## config.mk

```make
export PLATFORM = sky130hd
export DESIGN_NAME = spi_frame_capture_flat
export DESIGN_NICKNAME = d
export VERILOG_FILES = /design/src/rtl/spi_frame_capture_if.sv /design/src/rtl/spi_frame_capture.sv /design/src/flat_wrapper.sv
export SDC_FILE = /design/constraint.sdc
export NUM_CORES = 1
export LEC_CHECK = 0
export CORE_UTILIZATION = 60
export CTS_BUF_LIST = sky130_fd_sc_hd__clkbuf_8
export DETAILED_ROUTE_END_ITERATION = 12
export DONT_BUFFER_PORTS = 1
export GPL_TIMING_DRIVEN = 0
export HOLD_SLACK_MARGIN = 0.03
export PLACE_DENSITY = 0.75
export SETUP_SLACK_MARGIN = 0.4
export SYNTH_ARGS = -nofsm -noshare
export SYNTH_HDL_FRONTEND = slang
export SYNTH_SLANG_ARGS = --single-unit
```

## constraint.sdc

```tcl
create_clock -name clk -period 6.7 [get_ports clk]
set_input_delay 1.34 -clock clk [delete_from_list [all_inputs] [get_ports clk]]
set_output_delay 1.34 -clock clk [all_outputs]
set_load 0.01 [all_outputs]
```

## src/rtl/spi_frame_capture_if.sv

```systemverilog
// Output stream of spi_frame_capture: FIFO head word, its channel tag, and a
// valid/ready handshake toward the consumer (the filter core).
//   out_data  : head word, DATA_W bits
//   out_ch    : channel index of the head word
//   out_valid : FIFO holds at least one word
//   out_ready : consumer takes the head word when high together with out_valid
// Modports: master = capture block (producer), slave = consumer.
interface spi_frame_capture_if #(
  parameter int DATA_W = 16,
  parameter int NUM_CH = 1
);
  localparam int CH_W = (NUM_CH > 1) ? $clog2(NUM_CH) : 1;

  logic [DATA_W-1:0] out_data;
  logic [CH_W-1:0]   out_ch;
  logic              out_valid;
  logic              out_ready;

  modport master (output out_data, output out_ch, output out_valid, input out_ready);
  modport slave  (input out_data, input out_ch, input out_valid, output out_ready);
endinterface

```

## src/rtl/spi_frame_capture.sv

```systemverilog
// SPI slave frame capture in the system clock domain.
// SCK/CS/MISO are synchronised and edge-detected in clk; each CS-low frame is
// split into NUM_CH words of DATA_W bits, tagged with a channel index and
// queued in a first-word-fall-through FIFO.
// Ports:
//   clk, rst_n           : system clock, asynchronous active-low reset
//   spi_sck/cs/miso      : raw asynchronous SPI pins (CS active low)
//   out_if (master)      : out_data / out_ch / out_valid / out_ready stream
//   fifo_level           : FIFO occupancy
//   frame_err            : one-cycle pulse when a frame ends short
//   overflow / ovf_clr   : sticky word-dropped flag and its clear
module spi_frame_capture #(
  parameter int DATA_W     = 16,
  parameter int NUM_CH     = 1,
  parameter int FIFO_DEPTH = 4,
  parameter int CPOL       = 0,
  parameter int CPHA       = 0,
  parameter int MSB_FIRST  = 1
) (
  input  logic                        clk,
  input  logic                        rst_n,
  input  logic                        spi_sck,
  input  logic                        spi_cs,
  input  logic                        spi_miso,
  spi_frame_capture_if.master         out_if,
  output logic [$clog2(FIFO_DEPTH):0] fifo_level,
  output logic                        frame_err,
  output logic                        overflow,
  input  logic                        ovf_clr
);

  localparam int CH_W  = (NUM_CH > 1) ? $clog2(NUM_CH) : 1;
  localparam int BC_W  = $clog2(DATA_W);
  localparam int PTR_W = $clog2(FIFO_DEPTH);
  localparam int LVL_W = PTR_W + 1;
  localparam logic [2:0] SCK_RST = {3{CPOL != 0}};

  typedef enum logic [1:0] {WAIT_IDLE, IDLE, CAPTURE, DONE} state_t;

  // [0] = sync stage 1, [1] = sync stage 2, [2] = history
  logic [2:0]        sck_sync_q, sck_sync_d, cs_sync_q, cs_sync_d;
  logic [1:0]        miso_sync_q, miso_sync_d;
  logic [1:0]        flush_q, flush_d;
  state_t            state_q, state_d;
  logic [BC_W-1:0]   bit_cnt_q, bit_cnt_d;
  logic [CH_W-1:0]   ch_cnt_q, ch_cnt_d;
  logic [DATA_W-1:0] shift_q, shift_d, shifted;
  logic              push_q, push_d;
  logic [DATA_W-1:0] word_q, word_d;
  logic [CH_W-1:0]   wch_q, wch_d;
  logic              frame_err_q, frame_err_d;

  logic [CH_W+DATA_W-1:0] mem_q [FIFO_DEPTH];
  logic [CH_W+DATA_W-1:0] head;
  logic [PTR_W-1:0]       wr_ptr_q, wr_ptr_d, rd_ptr_q, rd_ptr_d;
  logic [LVL_W-1:0]       count_q, count_d;
  logic                   overflow_q, overflow_d;

  logic sck_rise, sck_fall, sample_edge, cs_rise, cs_fall, miso_s;
  logic pop, full, do_push, ovf_set;

  // Input conditioning
  always_comb begin
    sck_sync_d  = {sck_sync_q[1:0], spi_sck};
    cs_sync_d   = {cs_sync_q[1:0], spi_cs};
    miso_sync_d = {miso_sync_q[0], spi_miso};
    // After reset the synchroniser holds idle values, not pin values; wait
    // until every stage has been refilled from the pin before trusting CS.
    flush_d     = (flush_q == 2'd3) ? flush_q : flush_q + 2'd1;
  end

  assign sck_rise    = sck_sync_q[1] & ~sck_sync_q[2];
  assign sck_fall    = ~sck_sync_q[1] & sck_sync_q[2];
  assign cs_rise     = cs_sync_q[1] & ~cs_sync_q[2];
  assign cs_fall     = ~cs_sync_q[1] & cs_sync_q[2];
  assign sample_edge = (CPOL == CPHA) ? sck_rise : sck_fall;
  assign miso_s      = miso_sync_q[1];

  // Frame FSM and word assembly
  always_comb begin
    state_d     = state_q;
    bit_cnt_d   = bit_cnt_q;
    ch_cnt_d    = ch_cnt_q;
    shift_d     = shift_q;
    push_d      = 1'b0;
    word_d      = word_q;
    wch_d       = wch_q;
    frame_err_d = 1'b0;
    if (MSB_FIRST != 0) shifted = {shift_q[DATA_W-2:0], miso_s};
    else                shifted = {miso_s, shift_q[DATA_W-1:1]};

    case (state_q)
      WAIT_IDLE: begin
        if (flush_q == 2'd3 && cs_sync_q[1]) state_d = IDLE;
      end
      IDLE: begin
        if (cs_fall) begin
          state_d   = CAPTURE;
          bit_cnt_d = '0;
          ch_cnt_d  = '0;
          shift_d   = '0;
        end
      end
      CAPTURE: begin
        // CS rising has priority over a coincident sample edge.
        if (cs_rise) begin
          frame_err_d = 1'b1;
          state_d     = IDLE;
        end else if (sample_edge) begin
          shift_d = shifted;
          if (bit_cnt_q == BC_W'(DATA_W - 1)) begin
            push_d    = 1'b1;
            word_d    = shifted;
            wch_d     = ch_cnt_q;
            bit_cnt_d = '0;
            ch_cnt_d  = ch_cnt_q + CH_W'(1);
            if (ch_cnt_q == CH_W'(NUM_CH - 1)) state_d = DONE;
          end else begin
            bit_cnt_d = bit_cnt_q + BC_W'(1);
          end
        end
      end
      DONE: begin
        if (cs_rise) state_d = IDLE;
      end
      default: state_d = WAIT_IDLE;
    endcase
  end

  // Output FIFO
  assign pop     = out_if.out_valid && out_if.out_ready;
  assign full    = (count_q == LVL_W'(FIFO_DEPTH));
  assign do_push = push_q && (!full || pop);
  assign ovf_set = push_q && full && !pop;

  always_comb begin
    wr_ptr_d   = do_push ? wr_ptr_q + PTR_W'(1) : wr_ptr_q;
    rd_ptr_d   = pop ? rd_ptr_q + PTR_W'(1) : rd_ptr_q;
    count_d    = count_q;
    if (do_push && !pop)      count_d = count_q + LVL_W'(1);
    else if (!do_push && pop) count_d = count_q - LVL_W'(1);
    // A set in the same cycle as the clear wins.
    overflow_d = ovf_set | (overflow_q & ~ovf_clr);
  end

  always_ff @(posedge clk or negedge rst_n) begin
    if (!rst_n) begin
      sck_sync_q  <= SCK_RST;
      cs_sync_q   <= 3'b111;
      miso_sync_q <= 2'b00;
      flush_q     <= 2'd0;
      state_q     <= WAIT_IDLE;
      bit_cnt_q   <= '0;
      ch_cnt_q    <= '0;
      push_q      <= 1'b0;
      frame_err_q <= 1'b0;
      wr_ptr_q    <= '0;
      rd_ptr_q    <= '0;
      count_q     <= '0;
      overflow_q  <= 1'b0;
    end else begin
      sck_sync_q  <= sck_sync_d;
      cs_sync_q   <= cs_sync_d;
      miso_sync_q <= miso_sync_d;
      flush_q     <= flush_d;
      state_q     <= state_d;
      bit_cnt_q   <= bit_cnt_d;
      ch_cnt_q    <= ch_cnt_d;
      push_q      <= push_d;
      frame_err_q <= frame_err_d;
      wr_ptr_q    <= wr_ptr_d;
      rd_ptr_q    <= rd_ptr_d;
      count_q     <= count_d;
      overflow_q  <= overflow_d;
    end
  end

  // Data-only storage: qualified by control flops, so no reset needed.
  always_ff @(posedge clk) begin
    shift_q <= shift_d;
    word_q  <= word_d;
    wch_q   <= wch_d;
    if (do_push) mem_q[wr_ptr_q] <= {wch_q, word_q};
  end

  // Head is read straight from storage; forced to zero while empty.
  assign head             = mem_q[rd_ptr_q];
  assign out_if.out_valid = (count_q != '0);
  assign out_if.out_data  = out_if.out_valid ? head[DATA_W-1:0] : '0;
  assign out_if.out_ch    = out_if.out_valid ? head[CH_W+DATA_W-1:DATA_W] : '0;
  assign fifo_level       = count_q;
  assign frame_err        = frame_err_q;
  assign overflow         = overflow_q;

endmodule
```

## src/flat_wrapper.sv

```systemverilog
// flat-port wrapper written by rule: the top's interface ports become plain ports
module spi_frame_capture_flat 
#(
  parameter int DATA_W     = 16,
  parameter int NUM_CH     = 1,
  parameter int FIFO_DEPTH = 4,
  parameter int CPOL       = 0,
  parameter int CPHA       = 0,
  parameter int MSB_FIRST  = 1
)
  (clk, rst_n, spi_sck, spi_cs, spi_miso, fifo_level, frame_err, overflow, ovf_clr, out_if_out_data, out_if_out_ch, out_if_out_valid, out_if_out_ready);
  spi_frame_capture_if #(.DATA_W(DATA_W), .NUM_CH(NUM_CH)) out_if_i ();
  input  logic clk;
  input  logic rst_n;
  input  logic spi_sck;
  input  logic spi_cs;
  input  logic spi_miso;
  output logic [$clog2(FIFO_DEPTH):0] fifo_level;
  output logic frame_err;
  output logic overflow;
  input  logic ovf_clr;
  output wire logic [$bits(out_if_i.out_data)-1:0] out_if_out_data;
  output wire logic [$bits(out_if_i.out_ch)-1:0] out_if_out_ch;
  output wire logic [$bits(out_if_i.out_valid)-1:0] out_if_out_valid;
  input wire logic [$bits(out_if_i.out_ready)-1:0] out_if_out_ready;
  assign out_if_out_data = out_if_i.out_data;
  assign out_if_out_ch = out_if_i.out_ch;
  assign out_if_out_valid = out_if_i.out_valid;
  assign out_if_i.out_ready = out_if_out_ready;
  spi_frame_capture #(.DATA_W(DATA_W), .NUM_CH(NUM_CH), .FIFO_DEPTH(FIFO_DEPTH), .CPOL(CPOL), .CPHA(CPHA), .MSB_FIRST(MSB_FIRST)) u_core (.clk(clk), .rst_n(rst_n), .spi_sck(spi_sck), .spi_cs(spi_cs), .spi_miso(spi_miso), .out_if(out_if_i), .fifo_level(fifo_level), .frame_err(frame_err), .overflow(overflow), .ovf_clr(ovf_clr));
endmodule
```

==> results.ini <==
[run_status]
status = finished, final reports clean

[power_and_ir_drop]
power.density_mw_per_mm2 = 322
leakage_nw = 1.97
peakVddDrop_mv = 0.189

[placement]
place.gp.congestion = 0.783
placed_area_mm2 = 0.00513
io_buffers = 0
preCtsSetupSlack_ns = 3.60
dp_hpwl_um = 4520

[final_layout]
seqCellArea_mm2 = 0.00368
drive_above_1_share_pct = 17.9
fin_nets = 308
final_cell_area_mm2 = 0.00555
area_growth_pct = 11.3
final_core_util_pct = 70.4
n_antenna_cell = 0
nFillCells = 466
multi_input_area_mm2 = 0.00122

[timing]
rsz0062_at_grt = no
setup_ws_ns = 3.49
fmax_mhz = 312
slew_headroom_pct = 39.4
fin_skew_ns = 0.00927
maxSlewViolCount = 0
min_period_ns = 3.21
setup_viol_count_final = 0
worst_slew_pin_slew_ns = 0.909
fin_crit_sh_pct = 47.9
tns_ns = 0
hold_violations = 0

[worst_setup_path]
critPathLaunch = u_core.fifo_level[0]$_DFFE_PN0P_
endpoint_kind = primary output
crit_type = flop to primary output
worstPathMaxFanout = 10
r2r_slack_ns = 4.27
worstPathCellList = or3_1 > clkbuf_1 > and2_1
crit_buf_inv = 1
r2r_cells = 9
cp_data_arrival_time_ns = 1.87
slowest_delay_ns = 0.47
critPathRequiredTime_ns = 5.36
cp_top_family = simple AND/OR/NAND/NOR gates
r2r-start = u_core.fifo_level[0]$_DFFE_PN0P_
r2r_end = u_core.fifo_level[2]$_DFFE_PN0P_
startpoint_type = flop
crit_path_top_delay_cell = dfrtp_1

[clock_tree]
cts.sink_count = 127
clock_latency_ns = 0.41
cts_root_buffer = clkbuf_8
clockBufferDepth = 2
cts_setup_buffers = 0
clk_pin_slew_ns = 0.07
htreeDepth = 4
post_cts_resize_count = 0
cts_tree = yes
cts-buffers-inserted = 17
hold_buffers = 0

[global_route]
gr-total-overflow = 0
grt_pass1_vias = 2302
grt_max_degree = 28
grt_first_pass_wirelength_um = 11600
antenna_found_initial = 0
track_usage_pct = 19.0

[routing]
dr.pass1.iters = 4
avgRoutedWirePerCell_um = 17.3
vias = 2221
drc = 0
routed_via_density = 5.51
drt_iter0_drc = 128
ant_nets = 0
routed_wl_um = 6990

[die]
dieArea_mm2 = 0.00868
die_w_um = 93.2
start_util_pct = 63.2
fp.coreArea_mm2 = 0.00789
rows = 32
io_pins = 30
die_h_um = 93.2

[synth]
synth_cell_type_count = 36
synth_nets = 288
synthesis.area_mm2 = 0.00499
netlist_instances = 268
synth_top_area_cell = edfxtp_1
netlist.area_leader.share_pct = 60.2
syn_area_per_cell_um2 = 18.6
async_reset_ff_share_pct = 21.3
synth_warnings = 0
yosysSeqAreaShare_pct = 73.9
synth_edf_count = 100
synth-seq-cells = 127
synthTopCellsByArea = edfxtp_1 (60%), dfrtp_1 (12%), and2_1 (4.8%)
synthMostInstantiatedCell = edfxtp_1
synth_common_cells = edfxtp_1 (100), and2_1 (38), dfrtp_1 (24)
synth-main-ff-cell = edfxtp_1

[worst_hold_path]
holdCritStartpoint = u_core.sck_sync_q[0]$_DFF_PN0_
worst_hold_path.endpoint = u_core.sck_sync_q[1]$_DFF_PN0_
min_path_type = flop to flop
min_path_cells = 0

[job]
cap_violations = 0

[metrics by stage]
stage / hold WS (ns) / power [mW] / std cells
2_1_floorplan: 0.331 / 1.09 / 268
3_3_place_gp: 0.336 / 1.13 / 370
3_5_place_dp: 0.335 / 1.14 / 371
4_1_cts: 0.352 / 1.80 / 403
5_1_grt: 0.360 / 1.86 / 403
6_report: 0.351 / 1.79 / 403
[where the power goes]
| group | internal (mW) | total [mW] | switching, mW |
|---|---|---|---|
| sequential | 0.942 | 0.976 | 0.0345 |
| clock | 0.373 | 0.671 | 0.298 |
| combinational | 0.0539 | 0.142 | 0.0886 |
[layout by cell type, fill, tap and decap left out, types with 4 or more instances in the layout]
cell type / Yosys / layout
nand2_1: 5 / 5
nand2b_1: 4 / 4
dfrtp_1: 24 / 24
inv_1: 8 / 8
inv_6: 0 / 4
clkbuf_8: 0 / 17
clkbuf_1: 5 / 5
edfxtp_1: 100 / 100
and2_1: 38 / 38
nand3_1: 7 / 7
ha_1: 12 / 12
nor2b_1: 5 / 5
xnor2_1: 5 / 5
clkinvlp_4: 0 / 4
mux4_1: 9 / 9
mux4_2: 8 / 8
[registers in the layout (all words and copies together) (netlist names), 2 cells and up]
signal / flops
u_core.bit_cnt_q: 4
u_core.sck_sync_q: 3
u_core.state_q: 2
u_core.mem_q: 68
u_core.word_q: 16
u_core.shift_q: 15
u_core.miso_sync_q: 2
u_core.wr_ptr_q: 2
u_core.cs_sync_q: 3
u_core.rd_ptr_q: 2
u_core.fifo_level: 3
u_core.flush_q: 2
[final cells by class]
class                      count  share of cell area, %
sequential                   127                   66.4
clock inverter                15                   3.34
multi-input combinational    124                   22.0
timing repair buffer           1                  0.203
tap                          102                   2.30
clock buffer                  17                   4.22
buffer                         9                   1.08
inverter                       8                  0.541
[layer usage]
metal,track usage [%],part of all wire (%),up-vias
li1,-,-,1060
met1,23.9,46,1114
met2,30.1,50,42
met3,5.93,3.8,5
met4,9.36,0.82,0
met5,0,0,-
[cells by family (layout without fill, tap and decap cells)]
kind of cell / Yosys count / in the layout / share of synthesized area (%)
adder cells (fa/ha/maj): 13 / 13 / 3.41
multiplexers: 23 / 23 / 9.66
AO/OA/AOI/OAI: 11 / 11 / 1.78
buffers and inverters: 17 / 50 / 1.81
AND/OR/NAND/NOR: 70 / 70 / 8.26
flip-flops: 127 / 127 / 73.9
XOR/XNOR: 7 / 7 / 1.23
[worst max path at each step]
stage	to	slack, ns	cells after the start
2_1_floorplan	u_core.fifo_level[1]$_DFFE_PN0P_	3.77	7
3_3_place_gp	u_core.fifo_level[1]$_DFFE_PN0P_	3.60	7
3_5_place_dp	u_core.fifo_level[1]$_DFFE_PN0P_	3.60	7
4_1_cts	out_if_out_data[9]	3.41	3
5_1_grt	out_if_out_data[11]	3.39	3
6_report	out_if_out_data[9]	3.49	3
Note: power is estimated with default switching activity, not from simulation.
